$ cat src/rtl/bit_serializer_pkg.sv
// Shared types and helpers for the bit serializer feeding the 1000 sequence detector.
// ST_PARITY is only reachable when BIT_SERIALIZER_PARITY_EN is defined.
package bit_serializer_pkg;

    typedef enum logic [1:0] {
        ST_IDLE   = 2'd0,
        ST_SHIFT  = 2'd1,
        ST_PARITY = 2'd2
    } state_t;

    localparam int DEFAULT_WIDTH = 8;

    // Words up to 64 bits wide are zero-extended by the caller before this is applied.
    function automatic logic even_parity(input logic [63:0] word);
        return ^word;
    endfunction

endpackage

$ cat src/rtl/bit_serializer_hold.sv
// One-entry holding register between the word handshake and the shifter.
// A load and a drain on the same edge replace the stored word and keep the entry full.
module bit_serializer_hold
    import bit_serializer_pkg::*;
#(
    parameter int WIDTH = DEFAULT_WIDTH
) (
    input  logic             clk,
    input  logic             rst,
    input  logic             load,
    input  logic             drain,
    input  logic [WIDTH-1:0] din,
    output logic [WIDTH-1:0] dout,
    output logic             full
);

    logic [WIDTH-1:0] data_r;
    logic             full_r;

    // Buffer storage and occupancy flag.
    always_ff @(posedge clk or posedge rst) begin
        if (rst) begin
            data_r <= {WIDTH{1'b0}};
            full_r <= 1'b0;
        end else if (load) begin
            data_r <= din;
            full_r <= 1'b1;
        end else if (drain) begin
            full_r <= 1'b0;
        end
    end

    assign dout = data_r;
    assign full = full_r;

endmodule

$ cat src/rtl/bit_serializer_tx.sv
// Parallel-to-serial transmitter with a one-word holding buffer for gapless streaming.
// Define BIT_SERIALIZER_PARITY_EN to append an even-parity bit after every word.
module bit_serializer_tx
    import bit_serializer_pkg::*;
#(
    parameter int WIDTH     = DEFAULT_WIDTH,
    parameter bit MSB_FIRST = 1'b1
) (
    input  logic             clk,
    input  logic             rst,
    input  logic [WIDTH-1:0] data_in,
    input  logic             in_valid,
    output logic             in_ready,
    output logic             x,
    output logic             x_valid,
    output logic             word_done,
    output logic             busy
);

    localparam int CNT_W = $clog2(WIDTH);
    localparam logic [CNT_W-1:0] LAST_CNT = CNT_W'(WIDTH - 1);

    state_t           state_r, state_s;
    logic [CNT_W-1:0] cnt_r, cnt_s;
    logic [WIDTH-1:0] shreg_r, shreg_s;
    logic             x_r, x_s;
    logic             x_valid_r, x_valid_s;
    logic             word_done_r, word_done_s;
    logic             busy_r, busy_s;
    logic             in_ready_r, in_ready_s;
`ifdef BIT_SERIALIZER_PARITY_EN
    logic             par_r, par_s;
`endif

    logic             accept_s;
    logic             word_end_s;
    logic             load_shift_s;
    logic [WIDTH-1:0] load_word_s;
    logic             hold_load_s;
    logic             hold_drain_s;
    logic             hold_full_s;
    logic             hold_full_next_s;
    logic [WIDTH-1:0] hold_data_s;

    bit_serializer_hold #(.WIDTH(WIDTH)) u_hold (
        .clk   (clk),
        .rst   (rst),
        .load  (hold_load_s),
        .drain (hold_drain_s),
        .din   (data_in),
        .dout  (hold_data_s),
        .full  (hold_full_s)
    );

    assign accept_s = in_valid & in_ready_r;

    // Next-state, shifter and output-bit selection.
    always_comb begin
        state_s      = state_r;
        cnt_s        = cnt_r;
        shreg_s      = shreg_r;
        x_s          = 1'b0;
        x_valid_s    = 1'b0;
        word_end_s   = 1'b0;
        load_shift_s = 1'b0;
        load_word_s  = {WIDTH{1'b0}};
        hold_load_s  = 1'b0;
        hold_drain_s = 1'b0;
`ifdef BIT_SERIALIZER_PARITY_EN
        par_s        = par_r;
`endif
        case (state_r)
            ST_IDLE: begin
                if (accept_s) begin
                    load_shift_s = 1'b1;
                    load_word_s  = data_in;
                end else begin
                    state_s = ST_IDLE;
                end
            end
            ST_SHIFT: begin
                if (cnt_r == LAST_CNT) begin
`ifdef BIT_SERIALIZER_PARITY_EN
                    state_s     = ST_PARITY;
                    x_s         = par_r;
                    x_valid_s   = 1'b1;
                    hold_load_s = accept_s;
`else
                    word_end_s  = 1'b1;
`endif
                end else begin
                    x_s         = MSB_FIRST ? shreg_r[WIDTH-1] : shreg_r[0];
                    shreg_s     = MSB_FIRST ? {shreg_r[WIDTH-2:0], 1'b0} : {1'b0, shreg_r[WIDTH-1:1]};
                    x_valid_s   = 1'b1;
                    cnt_s       = cnt_r + CNT_W'(1);
                    hold_load_s = accept_s;
                end
            end
`ifdef BIT_SERIALIZER_PARITY_EN
            ST_PARITY: begin
                word_end_s = 1'b1;
            end
`endif
            default: begin
                state_s = ST_IDLE;
            end
        endcase

        // The buffered word wins; a same-edge accept can only happen with the buffer empty.
        if (word_end_s) begin
            if (hold_full_s) begin
                hold_drain_s = 1'b1;
                hold_load_s  = accept_s;
                load_shift_s = 1'b1;
                load_word_s  = hold_hold_word(hold_data_s);
            end else if (accept_s) begin
                load_shift_s = 1'b1;
                load_word_s  = data_in;
            end else begin
                state_s = ST_IDLE;
            end
        end else begin
            hold_drain_s = 1'b0;
        end

        if (load_shift_s) begin
            state_s   = ST_SHIFT;
            cnt_s     = {CNT_W{1'b0}};
            x_s       = MSB_FIRST ? load_word_s[WIDTH-1] : load_word_s[0];
            shreg_s   = MSB_FIRST ? {load_word_s[WIDTH-2:0], 1'b0} : {1'b0, load_word_s[WIDTH-1:1]};
            x_valid_s = 1'b1;
`ifdef BIT_SERIALIZER_PARITY_EN
            par_s     = even_parity(64'(load_word_s));
`endif
        end else begin
            load_shift_s = 1'b0;
        end
    end

    function automatic logic [WIDTH-1:0] hold_hold_word(input logic [WIDTH-1:0] w);
        return w;
    endfunction

    // Flags derived from the post-edge state so every output comes straight from a flop.
    always_comb begin
        hold_full_next_s = hold_load_s ? 1'b1 : (hold_drain_s ? 1'b0 : hold_full_s);
        in_ready_s       = ~hold_full_next_s;
        busy_s           = (state_s != ST_IDLE) | hold_full_next_s;
`ifdef BIT_SERIALIZER_PARITY_EN
        word_done_s      = (state_s == ST_PARITY);
`else
        word_done_s      = (state_s == ST_SHIFT) && (cnt_s == LAST_CNT);
`endif
    end

    // State and output registers.
    always_ff @(posedge clk or posedge rst) begin
        if (rst) begin
            state_r     <= ST_IDLE;
            cnt_r       <= {CNT_W{1'b0}};
            shreg_r     <= {WIDTH{1'b0}};
            x_r         <= 1'b0;
            x_valid_r   <= 1'b0;
            word_done_r <= 1'b0;
            busy_r      <= 1'b0;
            in_ready_r  <= 1'b1;
`ifdef BIT_SERIALIZER_PARITY_EN
            par_r       <= 1'b0;
`endif
        end else begin
            state_r     <= state_s;
            cnt_r       <= cnt_s;
            shreg_r     <= shreg_s;
            x_r         <= x_s;
            x_valid_r   <= x_valid_s;
            word_done_r <= word_done_s;
            busy_r      <= busy_s;
            in_ready_r  <= in_ready_s;
`ifdef BIT_SERIALIZER_PARITY_EN
            par_r       <= par_s;
`endif
        end
    end

    assign x         = x_r;
    assign x_valid   = x_valid_r;
    assign word_done = word_done_r;
    assign busy      = busy_r;
    assign in_ready  = in_ready_r;

endmodule

$ cat config.mk
export PLATFORM = sky130hd
export DESIGN_NAME = bit_serializer_tx
export DESIGN_NICKNAME = d
export VERILOG_FILES = /design/src/rtl/bit_serializer_pkg.sv /design/src/rtl/bit_serializer_hold.sv /design/src/rtl/bit_serializer_tx.sv
export SDC_FILE = /design/constraint.sdc
export NUM_CORES = 1
export LEC_CHECK = 0
export CORE_ASPECT_RATIO = 0.7
export CORE_MARGIN = 5
export CORE_UTILIZATION = 40
export CTS_CLUSTER_SIZE = 40
export DETAILED_ROUTE_END_ITERATION = 8
export PLACE_DENSITY_LB_ADDON = 0.1
export SLEW_MARGIN = 20
export SYNTH_ARGS = -nofsm -noshare
export SYNTH_HDL_FRONTEND = slang
export SYNTH_SLANG_ARGS = --single-unit
export TNS_END_PERCENT = 50
$ cat constraint.sdc
create_clock -name clk -period 2.2 [get_ports clk]
set_input_delay 0.22 -clock clk [delete_from_list [all_inputs] [get_ports clk]]
set_output_delay 0.22 -clock clk [all_outputs]
set_load 0.1 [all_outputs]
==> metrics.cfg <==
[setup_path]
cp.buffers_inverters=0
cp-end-kind=register
rr_endpoint=shreg_r[3]
critPathMaxStageDelay_ns=0.42
required_ns=2.35
path_class=reg2reg
cp_slowest_cell=dfrtp_1
critical_path.cell_chain=ha_1 > and2_1 > nor2_4 > mux2i_1 > a21oi_1
critical-path-top-delay-family=simple AND/OR/NAND/NOR gates
crit_fanout=10
setup.worst_path.start_class=register
cp.arrival_ns=1.84
cp.depth=5
ff2ff_setup_slack_ns=0.52
r2r_start=cnt_r[0]
rr_worst_depth=5

[finish]
fin_util_pct=50.4
layout_commonest_cell=dfrtp_1
drive_gt1_share_pct=14.2
fill_cells=246
multi_input_area_sq_um=495
nets=133
fin_cells=156
post-route-cell-area_sq_um=1420
area_delta_synth_final_pct=20.3
layout_common_cells=dfrtp_1 (25), clkdlybuf4s50_1 (10), a21oi_1 (8), inv_1 (8), nand2_1 (7)
regArea_sq_um=652
diodes=0

[floorplan]
initial_core_util_pct=41.9
core_sq_um=2820
die_y_um=55.5
io_pins=16
rows=16
die_area_sq_um=4160
chipWidth_um=75.0

[clock_network]
clk_pin_slew_worst_paths_ns=0.09
clk_latency_ns=0.27
tritoncts=done
root_buffer=clkbuf_8
clock-sinks=26
cts_buffers=3
cts_hold_buf=0
clk_path_buf_depth=2
htreeDepth=1
cts_resized=0
cts_setup_buffers=0

[placement]
place_congestion=0.791
io_buffers=15
dpl_cell_area_sq_um=1370
placed_cells=152
hpwlAfterDp_mm=1.64

[timing]
hold_violations=0
timing.hold.ws_ns=0.293
rsz0062_at_grt=false
layout_min_cycle_time_ns=1.68
setup_tns_ns=0
fin_skew_ns=0.00265
setup_viol=0
fin_crit_sh_pct=76.5
drv_slew=0
fmax_ghz=0.595

[yosys]
yosys_most_used_dff=dfrtp_1
synth_nets=113
yosysTopAreaCell=dfrtp_1
seq_area_frac_synth_pct=55.1
syn_avg_cell_area_sq_um=11.7
ys_ff_latch=26
synth.area.top_cells=dfrtp_1 (53%), mux2_1 (5.7%), a21oi_1 (3.4%), a222oi_1 (3.4%), mux2i_1 (2.5%)
synth_top_area_share_pct=52.9
synth_area_sq_um=1180
ys_types=34
synth_edf_count=0
synthCells=101
async_flop_share_pct=100
ys_warn_count=0

[detailed_routing]
wirelength_mm=2.28
drtAntennaViolNets=0
wl_met1_mm=1.13
wl_met3_um=192
topRoutingLayerUsed=met4
drc=0
dr_wl_met2_um=935
drtIter0Drc=35
dr.pass1.iters=5
vias_per_cell=5.33
vias=832
avgRoutedWirePerCell_um=14.6

[power]
pwr-share-comb_pct=33.3
internal_power_uw=992
p_sw_share_pct=37.8
seqPwrFrac_pct=47.5
cellLeakagePower_nw=0.618
p_sw_uw=604
p_per_area_nw_per_um2=1120
vdd_drop_max_mv=0.954
clkPwrFrac_pct=19.2

[grt]
grt_pass1_wl_mm=3.88
overflow=0
grt_usage_pct=12.1
grt_pass1_vias=819
grt_antenna_before_repair=0
grt_start_max_net_pins=27

[min_path]
hp-class=in2async

[run_status]
status=completed

[run]
maxCapViolCount=0

stage by stage:
step | setup WS, ns | power, mW
6_report | 0.518 | 1.60
5_1_grt | 0.350 | 1.70
4_1_cts | 0.504 | 1.61
3_5_place_dp | 0.509 | 1.30
3_3_place_gp | 0.536 | 1.29
2_1_floorplan | 0.345 | 1.16
worst max-delay path by stage:
stage | startpoint | end
after floorplan | in_ready | shreg_r[7]
final | cnt_r[0] | shreg_r[3]
after detailed placement | in_valid | shreg_r[4]
after CTS | cnt_r[0] | shreg_r[4]
after global placement | in_valid | shreg_r[5]
after global routing | cnt_r[0] | shreg_r[7]
worst min-delay path: stages:
cell and delay [ns]:
clkdlybuf4s50_1 0.39, inv_1 0.05, buf_4 0.31
routing by layer:
metal	up-vias	global-route usage, %
li1	404	-
met1	389	18.3
met2	37	16.1
met3	2	4.35
met4	0	3.05
met5	-	0
state kept, by name, summed over array words and instances (netlist names):
register and flops:
x_valid 1, u_hold.full 1, busy 1, cnt_r 3
in_ready 1, u_hold.dout 8, shreg_r 7, state_r 2
word_done 1, x 1
synth_stat cells, types with 2 or more instances:
library cell / instances
a222oi_1: 4
nand3_1: 2
a21oi_1: 8
o21ai_0: 5
nor2_1: 3
o2bb2ai_1: 2
mux2_1: 6
xnor2_1: 2
nand2_1: 7
inv_1: 8
o21ai_1: 3
mux2i_1: 3
and2_1: 3
dfrtp_1: 25
cell type report:
type | count | area share (%)
tap | 36 | 3.17
sequential | 26 | 45.8
inverter | 8 | 2.11
clock buffer | 4 | 3.87
multi-input combinational | 66 | 34.8
timing repair buffer | 16 | 10.2
cell families after synthesis:
| group | count (synthesis) | synth area share [%] |
|---|---|---|
| compound gates | 29 | 18.1 |
| simple gates | 24 | 12.7 |
| buf+inv | 9 | 2.96 |
| flops | 26 | 55.1 |
| xor+xnor | 2 | 1.48 |
| fa+ha+maj | 1 | 1.06 |
| other cells | 1 | 0.317 |
| mux | 9 | 8.25 |
power by group through the flow:
stage	logic, mW	registers [mW]	clock network, mW
3_3_place_gp	0.527	0.764	0
4_1_cts	0.536	0.760	0.314
3_5_place_dp	0.534	0.768	0
5_1_grt	0.578	0.784	0.335
2_1_floorplan	0.259	0.902	0
6_report	0.532	0.758	0.307
Note: power is estimated with default switching activity, not from simulation.
